<file path="src/rtl/multicycle_alu.sv">
// multicycle_alu: registered EX-stage ALU; mult/div run for a set number of cycles into HI/LO.
// Build option: define MULTICYCLE_ALU_DIV_EN to include the divider (div/divu).
module multicycle_alu #(
    parameter int WIDTH      = 32,
    parameter int MUL_CYCLES = 5,
    parameter int DIV_CYCLES = 10
) (
    input  logic             clk,
    input  logic             reset,
    input  logic             start,
    input  logic [3:0]       ALUOp,
    input  logic [WIDTH-1:0] A,
    input  logic [WIDTH-1:0] B,
    output logic [WIDTH-1:0] C,
    output logic [WIDTH-1:0] HI,
    output logic [WIDTH-1:0] LO,
    output logic             busy,
    output logic             done
);
    localparam int SW   = $clog2(WIDTH);
    localparam int MAXL = (MUL_CYCLES > DIV_CYCLES) ? MUL_CYCLES : DIV_CYCLES;
    localparam int CW   = (MAXL > 1) ? $clog2(MAXL) : 1;

    typedef enum logic {IDLE, EXEC} state_t;

    state_t             state;
    state_t             state_d;
    logic [CW-1:0]      cnt;
    logic [WIDTH-1:0]   opa;
    logic [WIDTH-1:0]   opb;
    logic               uns_q;
    logic               is_mul;
    logic               is_div;
    logic               acc;
    logic               go;
    logic               fin;
    logic [SW-1:0]      sa;
    logic [WIDTH-1:0]   sc_res;
    logic [2*WIDTH-1:0] prod;
    logic [2*WIDTH-1:0] res;

    assign sa     = B[SW-1:0];
    assign is_mul = (ALUOp[3:1] == 3'b100);
    assign busy   = (state == EXEC);

    always_comb begin
        sc_res = '0;
        case (ALUOp)
            4'b0000: sc_res = A + B;
            4'b0001: sc_res = A - B;
            4'b0010: sc_res = A & B;
            4'b0011: sc_res = A | B;
            4'b0100: sc_res = A >> sa;
            4'b0101: sc_res = $signed(A) >>> sa;
            4'b0110: sc_res = A << sa;
            4'b0111: sc_res = {{(WIDTH-1){1'b0}}, $signed(A) < $signed(B)};
            default: sc_res = '0;
        endcase
    end

    // Low 2*WIDTH bits of the product of extended operands give both mult and multu.
    assign prod = {{WIDTH{~uns_q & opa[WIDTH-1]}}, opa}
                * {{WIDTH{~uns_q & opb[WIDTH-1]}}, opb};

`ifdef MULTICYCLE_ALU_DIV_EN
    logic             div_q;
    logic             neg_a;
    logic             neg_b;
    logic [WIDTH-1:0] ma;
    logic [WIDTH-1:0] mb;
    logic [WIDTH-1:0] qm;
    logic [WIDTH-1:0] rm;
    logic [WIDTH-1:0] quo;
    logic [WIDTH-1:0] rem;

    assign is_div = (ALUOp[3:1] == 3'b101);

    // Divide magnitudes, then restore signs; most-negative / -1 falls out as LO=A, HI=0.
    always_comb begin
        neg_a = ~uns_q & opa[WIDTH-1];
        neg_b = ~uns_q & opb[WIDTH-1];
        ma    = neg_a ? -opa : opa;
        mb    = neg_b ? -opb : opb;
        qm    = ma / mb;
        rm    = ma % mb;
        quo   = (neg_a ^ neg_b) ? -qm : qm;
        rem   = neg_a ? -rm : rm;
        if (opb == '0) begin
            quo = '1;
            rem = opa;
        end
    end

    assign res = div_q ? {rem, quo} : prod;
`else
    assign is_div = 1'b0;
    assign res    = prod;
`endif

    always_comb begin
        state_d = state;
        acc     = 1'b0;
        go      = 1'b0;
        fin     = 1'b0;
        unique case (state)
            IDLE: begin
                if (start) begin
                    acc = 1'b1;
                    if (is_mul || is_div) begin
                        go      = 1'b1;
                        state_d = EXEC;
                    end
                end
            end
            EXEC: begin
                if (cnt == '0) begin
                    fin     = 1'b1;
                    state_d = IDLE;
                end
            end
            default: state_d = IDLE;
        endcase
    end

    always_ff @(posedge clk) begin
        if (!reset) state <= IDLE;
        else        state <= state_d;
    end

    always_ff @(posedge clk) begin
        if (!reset) begin
            cnt   <= '0;
            opa   <= '0;
            opb   <= '0;
            uns_q <= 1'b0;
            C     <= '0;
            HI    <= '0;
            LO    <= '0;
            done  <= 1'b0;
`ifdef MULTICYCLE_ALU_DIV_EN
            div_q <= 1'b0;
`endif
        end else begin
            done <= (acc & ~go) | fin;
            if (go) begin
                opa   <= A;
                opb   <= B;
                uns_q <= ALUOp[0];
                cnt   <= is_mul ? CW'(MUL_CYCLES - 1) : CW'(DIV_CYCLES - 1);
`ifdef MULTICYCLE_ALU_DIV_EN
                div_q <= is_div;
`endif
            end else if (busy && !fin) begin
                cnt <= cnt - CW'(1);
            end
            if (fin) {HI, LO} <= res;
            if (acc && !go) begin
                if (ALUOp == 4'b1100)      HI <= A;
                else if (ALUOp == 4'b1101) LO <= A;
                else                       C  <= sc_res;
            end
        end
    end
endmodule

</file>
<file path="config.mk">
export PLATFORM = sky130hd
export DESIGN_NAME = multicycle_alu
export DESIGN_NICKNAME = d
export VERILOG_FILES = /design/src/rtl/multicycle_alu.sv
export SDC_FILE = /design/constraint.sdc
export NUM_CORES = 2
export LEC_CHECK = 0
export BUFFER_PORTS_ARGS = -buffer_cell sky130_fd_sc_hd__buf_2
export CAP_MARGIN = 20
export CORE_UTILIZATION = 65
export DETAILED_ROUTE_END_ITERATION = 10
export PLACE_DENSITY = 0.83
export SLEW_MARGIN = 0
export SYNTH_ARGS = -nofsm -noshare
export SYNTH_HDL_FRONTEND = slang
export SYNTH_SLANG_ARGS = --single-unit
</file>
<file path="constraint.sdc">
create_clock -name clk -period 17.12 [get_ports clk]
set_input_delay 3.424 -clock clk [delete_from_list [all_inputs] [get_ports clk]]
set_output_delay 3.424 -clock clk [all_outputs]
set_load 0.05 [all_outputs]
</file>
After elaboration in Yosys (flattened, before gate mapping)
Index checks and enable logic that the tools add are counted.
{ "op_classes": {"add_sub_neg": 3, "n_mul": 1, "n_lt_le_gt_ge": 1, "n_eq_ne": 10, "n_shift": 3, "n_mux": 20, "bitwise": 11, "n_reduce_logical": 8} }
{ "op_table": {"columns": ["operator", "n"], "rows": [
  ["32-bit one-hot mux with 8 select lines", 1],
  ["32-bit 2-to-1 mux", 7],
  ["33-bit by 33-bit multiplier with 64-bit output", 1],
  ["32-bit adder", 1],
  ["32-bit bitwise AND", 1],
  ["32-bit less-than comparator", 1],
  ["32-bit OR", 1],
  ["32-bit by 5-bit << shifter with 32-bit output", 1],
  ["32-bit by 5-bit >> shifter with 32-bit output", 1],
  ["32-bit by 5-bit >>> shifter with 32-bit output", 1],
  ["32-bit subtractor", 1],
  ["4-bit by 3-bit equality test with 1-bit output, second input constant", 4],
  ["4-bit 2-to-1 mux", 3],
  ["4-bit by 2-bit equality test with 1-bit output, second input constant", 2],
  ["4-bit equality test, second input constant", 2],
  ["4-bit logical NOT", 2],
  ["1-bit 2-to-1 mux", 8],
  ["1-bit inverter", 5],
  ["4-bit by 1-bit equality test with 1-bit output, second input constant", 1],
  ["4-bit by 1-bit subtractor with 4-bit output, second input constant", 1],
  ["1-bit bitwise AND", 3],
  ["3-bit equality test, second input constant", 1],
  ["3-bit AND reduction", 1],
  ["1-bit logical AND", 2],
  ["other kinds (4)", 5]
]} }
{ "word_totals": {"regBits": 167, "in_bits": 71, "elab_cells": 66} }

Longest topological paths before layout
{ "logic_depth": {"depth_word": 7, "mapped_depth": 31, "ltp_nobuf": 28} }

Least setup slack after synthesis
OpenSTA, ideal clock, no wires.
{ "synth_path": {"path_type": "reg-to-reg", "from": "register opa[31]", "to": "register HI[31]", "setup_time_ns": 0.132, "arrival_ns": 8.281, "t_required_ns": 16.988, "setup_slack_ns": 8.706, "stages_incl_launch_ff": 32, "synth_period_minus_slack_ns": 8.414, "cell_sequence": "dfxtp_1 > clkbuf_1 > nor2b_1 > clkbuf_1 > nand2_1 > inv_1 > fa_1 > inv_1 > fa_1 > inv_1 > fa_1 > fa_1 > inv_1 > fa_1 > inv_1 > fa_1 > inv_1 > fa_1 > fa_1 > inv_1 > ha_1 > clkbuf_1 > nand2_1 > or3_1 > or2_1 > or3_1 > o32ai_2 > o41ai_2 > nor2b_1 > a31oi_1 > xnor2_1 > a21oi_1"} }
{ "synth_via": {"elab_chain_cells": 5} }
{ "synth_rtl": {"columns": ["element", "line", "text"], "rows": [
  ["from (decl)", "29", "logic [WIDTH-1:0] opa;"],
  ["from (signal assigned)", "133", "opa <= '0;"],
  ["from (signal assigned)", "146", "opa <= A;"],
  ["1-bit bitwise AND", "62", "assign prod = {{WIDTH{~uns_q & opa[WIDTH-1]}}, opa}"],
  ["33-bit by 33-bit multiplier with 64-bit output (*)", "63", "* {{WIDTH{~uns_q & opb[WIDTH-1]}}, opb};"],
  ["32-bit 2-to-1 mux (*)", "156", "if (fin) {HI, LO} <= res;"],
  ["32-bit 2-to-1 mux", "158", "if (ALUOp == 4'b1100) HI <= A;"],
  ["32-bit 2-to-1 mux (*)", "157", "if (acc && !go) begin"],
  ["to (signal assigned)", "156", null],
  ["to (decl)", "15", "output logic [WIDTH-1:0] HI,"]
]} }
Mark *: on every way between the ends. The rest lies on a longest branch, timed or not.
A chain may end at the register's enable or synchronous reset.

Worst setup path in the final report
{ "layout_path": {"from": "register uns_q", "to": "register HI[31]"} }
{ "layout_via": {"elab_chain_cells": 6, "word_cells_on_any_way": 7, "classes_between": "mul: 1; mux: 3; bitwise: 3"} }
{ "layout_rtl": {"columns": ["element", "line", "text"], "rows": [
  ["from (decl)", "31", "logic uns_q;"],
  ["from (signal assigned)", "148", "uns_q <= ALUOp[0];"],
  ["1-bit inverter (*)", "62, 63", null],
  ["1-bit bitwise AND (on tied branches)", "62, 63", null],
  ["33-bit by 33-bit multiplier with 64-bit output (*)", "63", null],
  ["32-bit 2-to-1 mux (*)", "156", null],
  ["32-bit 2-to-1 mux", "158", null],
  ["32-bit 2-to-1 mux (*)", "157", null]
]} }
Marks and branches as above.

==> metrics.txt <==
Final Max Slew Viols=0; Placed Cells=6,919; clock latency on the worst-skew pair=~0.48 ns; CTS Root Cell=clkbuf_16; first-pass GRT wire length=254,200 µm; Die X=284.9 µm; PwrDens=24.86 nW/µm²; CP arrival=9.41 ns; Worst Hold Class=reg2reg; R2R setup slack=around 8 ns; remaining global-route overflow=0; area delta synth->final=4.006%; total wire length=161,500 µm; CTS H-tree depth=4; DRT iter0 DRCs=4,001; Tmin final=roughly 9 ns; Slew HR=between 10% and 20%; WL per Instance=around 23 µm; Starting Density=65.73%; flops & latches, synth=167; PortBufs=168; Post-Layout Cell Count=between 6,000 and 7,000; Reg clk slew, reported paths=about 0.070 ns; Ys Warns=0; hold path depth=2; commonest cells after routing, fill and taps aside=inv_1, fa_1, nand2_1; Setup TNS Final=0 ns; CP Launch Type=flop; Core ar.=79,130 µm²; CP Data Required Time=around 17 ns; fillers=around 6,300; Peak VDD IR=about 76 µV; Detailed Routing Iterations Pass 1=6; CTS Sinks=around 170; vias=roughly 43,000; crit end category=flop; RSZ-0062 raised after global routing=false; Critical Path Fanout Max=30; CTS tree=done; worst reg2reg path endpoint=HI[31]; WHS=~0.46 ns; CTS max path bufs=2; FFs w/ async S/R, synth=0%; GPL Wtd Cong=~1.1; Max-cap violations=0; Leak=between 20 and 30 nW; Hold Startpoint=opa[2]; R2R depth=29; Clock Skew=approximately 0.026 ns; IO Pins=169; post-cts sizing count=0; CP Class=reg2reg; Setup Viol. Count Final=0; die area=between 80,000 and 90,000 µm²; share of cells above drive strength 1=7.183%; largest net degree at the start of global routing=roughly 80; Final period util=53.09%; Reg2Reg Launch Point=uns_q; synth unique cells=79; gr usage total=40.87%; status=completed; Post-Syn Instances=approximately 6,000; antenna-violating nets left=0; row cnt=103; Via density=~6.2; Tightest Pin Transition=1.202 ns; CP most frequent cell=fa_1; Post-synth EDFFs=0; worst-path cell with the longest stage delay=fa_1; WHS Endpoint=opa[2]; Final Hold Viols=0; nets@finish=about 7,400; Fmax=approximately 110 MHz; sequential share of the synthesized area=under 10%; CTS Buf Count=17; DRC violations left=0; number of global-route vias before repair=around 46,000; Post-Syn Area=52,010 µm²; Die Height=284.9 µm; top_reg_cell synth=dfxtp_1; initial antenna violation count=14; Post-CTS Setup Inserts=0; Hold-fix buffers, CTS=0; most common library cell in the layout ignoring fill and taps=inv_1; HPWL after detailed placement=between 100,000 and 150,000 µm; syn nets=7,518; Syn Area/Cell=8.655 µm²; CP peak stage delay=0.87 ns
-- cell families (layout without fill, tap and decap cells) --
| group | count (synthesis) | after routing | synth area share [%] |
|---|---|---|---|
| AO/OA/AOI/OAI | 805 | 805 | 10.10 |
| XOR/XNOR | 104 | 104 | 1.751 |
| adder cells (fa/ha/maj) | 1438 | 1438 | 50.86 |
| buffers and inverters | 1629 | 1523 | 11.79 |
| flip-flops | 167 | 167 | 6.428 |
| multiplexers | 111 | 111 | 3.789 |
| other | 0 | 10 | 0 |
| AND/OR/NAND/NOR | 1755 | 1755 | 15.27 |
-- flip-flops by register name (all words and copies together), names as in the netlist --
register and cells:
C 32, HI 32, LO 32, opa 32, opb 32, cnt 4
busy 1, done 1, uns_q 1
-- cell usage after synthesis, types with 6 or more instances --
master	number	area, µm²
o22ai_1	9	56.30
mux2i_1	36	360.4
mux2_2	7	78.83
clkbuf_1	375	1408
nand4_1	21	131.4
nor3_1	44	220.2
nand2_1	984	3694
nand3_1	22	110.1
nand2b_1	16	100.1
a211o_1	7	61.31
a31o_2	7	61.31
xor2_1	35	306.5
nor2_1	213	799.5
o21ai_0	136	680.7
a21o_1	59	442.9
inv_1	1222	4587
a211oi_1	60	450.4
o21bai_1	21	157.7
o211ai_1	24	180.2
fa_1	1127	22560
or3_1	20	125.1
a221oi_1	28	245.2
a311oi_1	12	105.1
o311ai_0	6	52.55
a221o_1	7	70.07
buf_2	14	70.07
and2_1	367	2296
nor4_1	9	56.30
mux4_2	68	1531
a31oi_1	27	168.9
ha_1	311	3891
o21a_1	6	45.04
dfxtp_1	167	3343
o31ai_1	15	112.6
o221ai_1	26	227.7
buf_1	15	56.30
or2_2	14	87.58
and3_1	9	56.30
nor2b_1	15	93.84
a22oi_1	26	195.2
a21oi_1	274	1371
xnor2_1	69	604.3
-- power breakdown --
| part | leakage [nW] | internal, mW | switching, mW | total [mW] |
|---|---|---|---|---|
| clock | 0.313 | 0.229 | 0.212 | 0.441 |
| combinational | 24.5 | 0.157 | 0.336 | 0.493 |
| sequential | 1.35 | 0.398 | 0.0124 | 0.411 |
-- routing by layer --
| layer | GRT usage [%] | part of all wire (%) | vias to the layer above | wire (µm) |
|---|---|---|---|---|
| li1 | - | - | 18180 | - |
| met1 | 51.53 | 36 | 21870 | 58290 |
| met2 | 66.32 | 48 | 2546 | 77320 |
| met3 | 7.568 | 9.6 | 602 | 15500 |
| met4 | 23.80 | 6.4 | 8 | 10380 |
| met5 | 0 | 0.026 | - | 42 |
-- worst max-delay path: cells and delay by family (launching register included) --
kind,cells,cell delay [ns]
DFF,1,0.35
and+or+nand+nor,7,1.67
adders and majority gates,9,4.67
xor gates and xnor gates,1,0.17
buffers and inverters,8,1.36
AOI/OAI and AO/OA,4,0.68
-- how the worst max path moves through the flow --
stage | from | end | slack (ns)
floorplan | opa[31] | HI[31] | 8.71
global placement | uns_q | HI[31] | 8.32
detailed placement | uns_q | HI[31] | 8.11
CTS | uns_q | HI[31] | 8.06
global route | uns_q | HI[31] | 7.50
finish | uns_q | HI[31] | 8.03
-- metrics by stage --
step	area [µm²]	util, %	total power, mW	worst slack (ns)
detailed placement	53390	67.47	0.8918	8.108
global route	54080	68.35	1.383	7.495
floorplan	52010	-	0.7317	8.706
finish	54090	68.36	1.345	8.032
CTS	54030	68.28	1.326	8.062
global placement	53380	67.46	0.8879	8.317
-- final cells by class --
type,instances,area (µm²),share of cell area [%]
multi-input combinational,4213,42560,78.68
inverter,1225,4601,8.505
clock inverter,14,202.7,0.3747
clock buffer,18,439.2,0.8119
timing repair buffer,266,1600,2.959
tap,1050,1314,2.429
antenna,10,25.02,0.04626
sequential,167,3348,6.190
(Power assumes the default switching activity.)
